--- src/rtl/image_mem_sequencer.sv ---
// image_mem_sequencer: arbitrates draw writes and sweeps the image memory to stream pixels; IMG_CLEAR_EN adds a zeroing sweep.
module image_mem_sequencer #(
  parameter int GRID_SIZE = 28,
  parameter int NUM_PIX = 784,
  parameter int ADDR_W = 16,
  parameter int DATA_W = 32
) (
  input  logic              CLOCK_50,
  input  logic              reset,
  input  logic              wr_req,
  input  logic [ADDR_W-1:0] wr_addr,
  input  logic [DATA_W-1:0] wr_data,
  output logic              wr_gnt,
  input  logic              infer_start,
  input  logic              clear_start,
  output logic [ADDR_W-1:0] mem_addr,
  output logic [DATA_W-1:0] mem_wdata,
  output logic              mem_we,
  input  logic [DATA_W-1:0] mem_rdata,
  output logic              pix_valid,
  output logic [DATA_W-1:0] pix_data,
  output logic [9:0]        pix_index,
  output logic              busy,
  output logic              done
);
  localparam int npix = (NUM_PIX > 0) ? NUM_PIX : GRID_SIZE * GRID_SIZE;
  localparam logic [ADDR_W-1:0] last = ADDR_W'(npix - 1);
`ifdef IMG_CLEAR_EN
  typedef enum logic [1:0] {IDLE, READ, CLEAR} state_t;
`else
  typedef enum logic [1:0] {IDLE, READ} state_t;
  logic unused_clear;
  assign unused_clear = clear_start;
`endif
  state_t state, state_n;
  logic [ADDR_W-1:0] addr_n;
  logic [DATA_W-1:0] wdata_n, pd_n;
  logic [9:0] pi_n;
  logic we_n, pv_n, done_n;
  assign busy = state != IDLE;
  always_ff @(posedge CLOCK_50 or posedge reset) begin
    if (reset) begin
      state <= IDLE;
      mem_addr <= '0;
      mem_wdata <= '0;
      mem_we <= 1'b0;
      pix_valid <= 1'b0;
      pix_data <= '0;
      pix_index <= '0;
      done <= 1'b0;
    end else begin
      state <= state_n;
      mem_addr <= addr_n;
      mem_wdata <= wdata_n;
      mem_we <= we_n;
      pix_valid <= pv_n;
      pix_data <= pd_n;
      pix_index <= pi_n;
      done <= done_n;
    end
  end
  // READ holds one extra drain cycle after the last address so the final word is presented with done
  always_comb begin
    state_n = state;
    addr_n = mem_addr;
    wdata_n = mem_wdata;
    pd_n = pix_data;
    pi_n = pix_index;
    we_n = 1'b0;
    pv_n = 1'b0;
    done_n = 1'b0;
    wr_gnt = 1'b0;
    case (state)
      IDLE:
        if (infer_start) begin
          state_n = READ;
          addr_n = '0;
        end
`ifdef IMG_CLEAR_EN
        else if (clear_start) begin
          state_n = CLEAR;
          addr_n = '0;
          wdata_n = '0;
          we_n = 1'b1;
          done_n = last == '0;
        end
`endif
        else if (wr_req) begin
          wr_gnt = 1'b1;
          if (wr_addr <= last) begin
            we_n = 1'b1;
            addr_n = wr_addr;
            wdata_n = wr_data;
          end
        end
      READ:
        if (done) state_n = IDLE;
        else begin
          pv_n = 1'b1;
          pd_n = mem_rdata;
          pi_n = mem_addr[9:0];
          done_n = mem_addr == last;
          addr_n = done_n ? mem_addr : mem_addr + 1'b1;
        end
`ifdef IMG_CLEAR_EN
      CLEAR:
        if (done) state_n = IDLE;
        else begin
          addr_n = mem_addr + 1'b1;
          wdata_n = '0;
          we_n = 1'b1;
          done_n = addr_n == last;
        end
`endif
      default: state_n = IDLE;
    endcase
  end
endmodule

--- config.mk ---
export PLATFORM = sky130hd
export DESIGN_NAME = image_mem_sequencer
export DESIGN_NICKNAME = d
export VERILOG_FILES = /design/src/rtl/image_mem_sequencer.sv
export SDC_FILE = /design/constraint.sdc
export NUM_CORES = 1
export LEC_CHECK = 0
export ABC_AREA = 1
export CAP_MARGIN = 40
export CORE_MARGIN = 5
export CORE_UTILIZATION = 50
export DETAILED_ROUTE_END_ITERATION = 7
export DONT_BUFFER_PORTS = 1
export GPL_TIMING_DRIVEN = 1
export HOLD_SLACK_MARGIN = 0.15
export PLACE_DENSITY = 0.66
export SLEW_MARGIN = 0
export SYNTH_ARGS = -nofsm -noshare
export SYNTH_HDL_FRONTEND = slang
export SYNTH_SLANG_ARGS = --single-unit
--- constraint.sdc ---
create_clock -name CLOCK_50 -period 2.8 [get_ports CLOCK_50]
set_clock_uncertainty 0.1 [all_clocks]
set_input_delay 0.42 -clock CLOCK_50 [delete_from_list [all_inputs] [get_ports CLOCK_50]]
set_output_delay 0.42 -clock CLOCK_50 [all_outputs]
set_load 0.05 [all_outputs]
==> summary.txt, run 1 <==
Commonest cells in the netlist = nand2_1 (299), dfrtp_1 (94), nor2_1 (29)
Crit path arrival time = 2.37 ns
Commonest register cell after synthesis = dfrtp_1
Setup WS pre-CTS = 0.6879 ns
WHS = 0.1790 ns
RR Endpoint = mem_wdata[6]
Worst Tran Pin Value = 0.7811 ns
Critical Path Fanout Max = 33
Clock Tree Root = clkbuf_8
Hold endpoint = mem_addr[9]
Worst Setup SP = state[0]
Required time of the critical path = 2.99 ns
Layout cells sized above 1 = 9.121%
Yosys top cell area share = 56.90%
Total congestion overflow = 0
WS Path Type = flop to flop
Core area = 8134 um2
Antenna viol nets, final = 0
Critical path endpoint category = flop
Vias/cell = 5.110
Clk buf depth = 2
Final Instance Count excl. Fillers = 719
Drt wl/cell = 15.62 um
Ys async rst share = 100.0%
Via count = 3674
Crit path max-delay family = buffers and inverters
Leakage = 2.762 nW
First-iteration detailed-routing DRC count = 156
Gpl congestion = 0.8840
CP bufs+invs = 3
Max frequency = 458.6 MHz
Post-Synthesis Cell Area = 4134 um2
Antenna violations before repair = 0
Placed insts = 638
Maximum VDD drop = 0.3122 mV
Seq/Total Area, Yosys = 56.90%
Row Count = 33
Synth area leaders = dfrtp_1 (57%), nand2_1 (27%), nor2_1 (2.6%), o21ai_0 (2.3%), inv_1 (2.3%)
Storage element area = 2352 um2
Seq cells post-synth = 94
Max-slew violations = 0
I/O pin count = 180
DIE HEIGHT = 100.9 um
Ant diodes = 0
CTS tree = done
Min-delay worst type = primary input to flop
Synth Area per Inst = 7.829 um2
R2R setup slack = 0.62 ns
TritonCTS Buffers = 9
Slowest cell delay on critical path = 0.58 ns
Syn nets = 614
Power per standard cell area = 769.7 nW/um2
TNS Setup = 0 ns
Run status = finished clean
Final Hold Viols = 0
Initial Utilization = 50.82%
Vias in the first global route = 3599
Total die area = 10190 um2
Total iterations of the first detailed-routing run = 5
Clk slew on worst S/H paths = 0.09 ns
RSZ-0062 raised after global routing = no
Multi-input gate area = 1583 um2
Worst hold start = wr_addr[9]
Routed wire length = 11230 um
Fillers = 666
Yosys Warn Count = 0
Syn-to-layout area delta = 26.42%
Setup violations, final = 0
Critical path startpoint category = flop
Post-synthesis cell count = 528
Setup WS post-layout = 0.6193 ns
Buffers on Ports = 0
Crit path time final = 2.181 ns
Reg2reg start = state[0]
Clock sink count = 94
Crit-path cells = nor2_2, buf_4, nand3_1, buf_4, inv_2, nand2_1, nand2_1
Top-count cell post-synth = nand2_1
Worst r2r path cells = 7
Largest net degree at the start of global routing = 57
H-tree depth = 3
Clock Latency Late Sink = 0.34 ns
Area leader, netlist = dfrtp_1
Max_cap viols = 0
DRC errors left = 0
DIE WIDTH = 100.9 um
Relative slew slack = 47.85%
First-pass GRT wire length = 17520 um
Count of cell types in the netlist = 23
Fin crit share = 77.88%
Post-synth EDFFs = 0
Post-DP HPWL = 7321 um
Slowest CP cell = dfrtp_1
Nets = 695
Total GRT Usage = 21.59%
Worst Hold Depth = 4
-- tightest hold or removal path: cells and delay by family --
family           cells  cell delay, ns
and+or+nand+nor      4            0.17
-- worst max path at each step --
stage,slack [ns],cells after the start,end
2_1_floorplan,0.09,3,wr_gnt
3_3_place_gp,0.71,7,mem_wdata[13]
3_5_place_dp,0.69,7,mem_wdata[18]
4_1_cts,0.67,7,mem_wdata[19]
5_1_grt,0.47,7,mem_wdata[13]
6_report,0.62,7,mem_wdata[6]
-- stage by stage --
stage	instance area, um2	util [%]	total power, mW
3_3_place_gp	4363	53.64	3.013
5_1_grt	5226	64.25	4.228
3_5_place_dp	4363	53.64	3.034
6_report	5226	64.25	4.023
4_1_cts	5226	64.25	4.055
2_1_floorplan	4138	-	2.727
-- placed cells by master, fill, tap and decap left out --
cell type      instances
xor2_1                 1
o21ai_1                2
buf_4                 25
inv_1                 24
nand2_1              299
inv_6                  2
dlygate4sd3_1         65
clkinvlp_4             2
dfrtp_1               94
inv_2                  3
nand3_2                1
nor3_1                 1
ha_1                   1
o21ai_0               19
a21oi_1                2
o21ai_2                6
nand3_1               14
and2_1                 2
nand4_1                3
clkbuf_8              10
clkinv_4               1
nor2_2                 3
inv_8                  1
bufinv_16              1
nor3b_2                1
nor2_1                29
a22oi_1                2
-- layer usage --
layer  track usage (%)  vias up  share of wire, %
met5                 0        -                 0
met4             7.669        0               2.0
met3             6.851       21                11
met2             36.05      188                48
met1             26.35     1695                39
li1                  -     1770                 -
-- timing repair --
action                                 CTS  global route
endpoints found under the hold margin  158             0
buffers inserted                         0             0
gates resized for setup                  0             0
hold buffers                            65             0
-- power breakdown --
group / total [mW] / switching (mW) / internal (mW)
Clock: 0.943 / 0.491 / 0.452
Combinational: 1.11 / 0.758 / 0.348
Sequential: 1.97 / 0.450 / 1.52
-- cells by family after synthesis --
family	count (synthesis)	synth area share (%)
AO/OA/AOI/OAI	31	4.419
XOR/XNOR	1	0.2119
adder cells (fa/ha/maj)	1	0.3026
buffers and inverters	48	4.933
flip-flops	94	56.90
AND/OR/NAND/NOR	353	33.23
-- cell type report --
class / count / area share, %
Sequential cell: 94 / 45.01
Multi-Input combinational cell: 386 / 30.28
Timing Repair Buffer: 90 / 16.04
Clock buffer: 10 / 2.633
Tap cell: 105 / 2.514
Inverter: 28 / 2.083
Clock inverter: 6 / 1.436
-- state kept, by name, summed over array words and instances, names as in the netlist --
name and flops:
done 1, pix_index 10, pix_valid 1, mem_addr 16
state 1, pix_data 32, mem_we 1, mem_wdata 32
Note: power is estimated with default switching activity, not from simulation.
==> run 2: changes to the inputs <==
- clock period: 2.8 -> 1.89 ns (I/O delays scaled with it)
==> run 2 against run 1 <==
- wire length is 1.9% higher
- setup slack worse by 0.53 ns
- critical path depth stayed put
- core utilization is 2.8 points higher
- combinational power is 41% higher
- final area is 4.3% higher
- via count is 1.3% higher
- critical path type unchanged
- largest power group unchanged
- highest routed layer unchanged
==> summary.txt, run 2 (same netlist as run 1, synthesis figures left out) <==
Power per standard cell area = 1095 nW/um2 (+42%)
Nets = 714 (+2.7%)
Critical path endpoint category = flop
Commonest non-fill, non-tap cell in the layout = nand2_1
Antenna violations before repair = 0 (unchanged)
Total die area = 10190 um2 (unchanged)
Critical path startpoint category = flop
Internal power = 3.439 mW (+48%)
Clk slew on worst S/H paths = 0.09 ns (about the same)
Syn-to-layout area delta = 31.90%
Core area = 8134 um2 (unchanged)
Max frequency = 555.4 MHz (+21%)
Final Power = 5.971 mW (+48%)
Sw frac = 42.41% (+0.18 points)
Layout cells sized above 1 = 10.11% (+0.99 points)
Drt wl/cell = 15.48 um (-0.86%)
First-pass GRT wire length = 18420 um (+5.2%)
H-tree depth = 3 (unchanged)
Clk pwr share = 23.0% (-0.4 points)
DRC errors left = 0 (unchanged)
Clock Tree Root = clkbuf_8
RSZ-0062 raised after global routing = no
Switching power = 2.532 mW (+49%)
Total congestion overflow = 0 (unchanged)
Run status = finished clean
Final Hold Viols = 0 (unchanged)
Min-delay worst type = primary input to flop
Gpl congestion = 0.9433 (+6.7%)
Vias/cell = 5.037 (-1.4%)
Total GRT Usage = 22.71% (+1.1 points)
TNS Setup = 0 ns (unchanged)
Largest net degree at the start of global routing = 52 (-8.8%)
Crit path arrival time = 1.99 ns (-0.38 ns)
DIE HEIGHT = 100.9 um (unchanged)
I/O pin count = 180 (unchanged)
Initial Utilization = 50.82% (unchanged)
Buffers on Ports = 0 (unchanged)
Leakage = 2.848 nW (+3.1%)
Top flop regs = mem_wdata: 32 flops, pix_data: 32 flops, mem_addr: 16 flops
First-iteration detailed-routing DRC count = 130 (-17%)
Relative slew slack = 65.18% (+17 points)
Crit path time final = 1.800 ns (-0.3803 ns)
Vias in the first global route = 3886 (+8.0%)
Via count = 3722 (+1.3%)
Critical Path Fanout Max = 13 (-61%)
Fin crit share = 95.26% (+17 points)
Most frequent cells in the layout = nand2_1 (299), dfrtp_1 (91), dlygate4sd3_1 (79)
R2R setup slack = 0.09 ns (-0.53 ns)
Clock sink count = 94 (unchanged)
Final Util = 67.04% (+2.8 points)
Required time of the critical path = 2.08 ns (-0.91 ns)
Sequential share of power = 50.6% (+1.5 points)
Max-slew violations = 0 (unchanged)
Worst Tran Pin Value = 0.5223 ns (-0.2589 ns)
Clk buf depth = 2 (unchanged)
Maximum VDD drop = 0.4553 mV (+46%)
Antenna viol nets, final = 0 (unchanged)
Clock Latency Late Sink = 0.35 ns (about the same)
Setup violations, final = 0 (unchanged)
Combinational power share = 26.4% (-1.1 points)
Routed wire length = 11440 um (+1.9%)
DIE WIDTH = 100.9 um (unchanged)
Row Count = 33 (unchanged)
Post-DP HPWL = 7543 um (+3.0%)
TritonCTS Buffers = 9 (unchanged)
WS Path Type = flop to flop
CTS tree = done
Total iterations of the first detailed-routing run = 4 (-1)
Max_cap viols = 0 (unchanged)
## run 2: timing repair
action | in CTS | in global routing
buffers inserted | 1 | 0
endpoints found under the hold margin | 170 | 0
endpoints found under the setup margin | 1 | 6
resized for setup | 0 | 2
hold buffers | 79 | 0
## run 2: worst paths after layout
check                             start      endpoint  depth (start not counted)
max                            state[0]  mem_addr[10]                          7
min                         infer_start   mem_addr[3]                          5
max reg2reg                    state[0]  mem_addr[10]                          7
min reg2reg                mem_addr[13]  mem_addr[13]                          4
max in group asynchronous         reset      state[0]                          3
min in group asynchronous         reset  mem_wdata[5]                          2
## run 2: power groups by stage
stage                     Sequential, mW  Clock (mW)  Combinational, mW
after global routing                3.06        1.47               1.74
final                               3.02        1.37               1.57
after floorplan                     3.45           0              0.595
after CTS                           3.02        1.41               1.58
after detailed placement            3.07           0               1.45
after global placement              3.05           0               1.41
## run 2: critical path, cell delays in order, from the launching register on
cell,delay (ns)
dfrtp_2,0.42
buf_4,0.19
nor2_2,0.20
nand2_1,0.07
dlygate4sd3_1,0.55
o21ai_0,0.07
nand2_1,0.07
nand2_1,0.06
## run 2: stage by stage
| stage | instance area, um2 | instances | setup WS [ns] | hold slack [ns] |
|---|---|---|---|---|
| 6_report | 5453 | 739 | 0.08955 | 0.1737 |
| 5_1_grt | 5450 | 738 | 0.03016 | 0.1846 |
| 4_1_cts | 5444 | 738 | 0.08685 | 0.1557 |
| 3_5_place_dp | 4441 | 642 | 0.1106 | -0.009371 |
| 3_3_place_gp | 4441 | 642 | 0.1483 | -0.003637 |
| 2_1_floorplan | 4153 | 528 | 0.06148 | 0.2931 |
## run 2: cell type report
class | count | area, um2
Inverter | 28 | 110.1
Timing Repair Buffer | 109 | 1054
Multi-Input combinational cell | 386 | 1594
Fill cell | 666 | 2681
Tap cell | 105 | 131.4
Sequential cell | 94 | 2356
Clock buffer | 10 | 127.6
Antenna cell | 1 | 2.502
Clock inverter | 6 | 77.57
## run 2: metal layers
metal,track usage (%),wire length [um],up-vias
met3,6.159,1037,19
met4,8.487,211,0
met1,27.63,4515,1736
met5,0,0,-
li1,-,-,1813
met2,38.58,5676,154
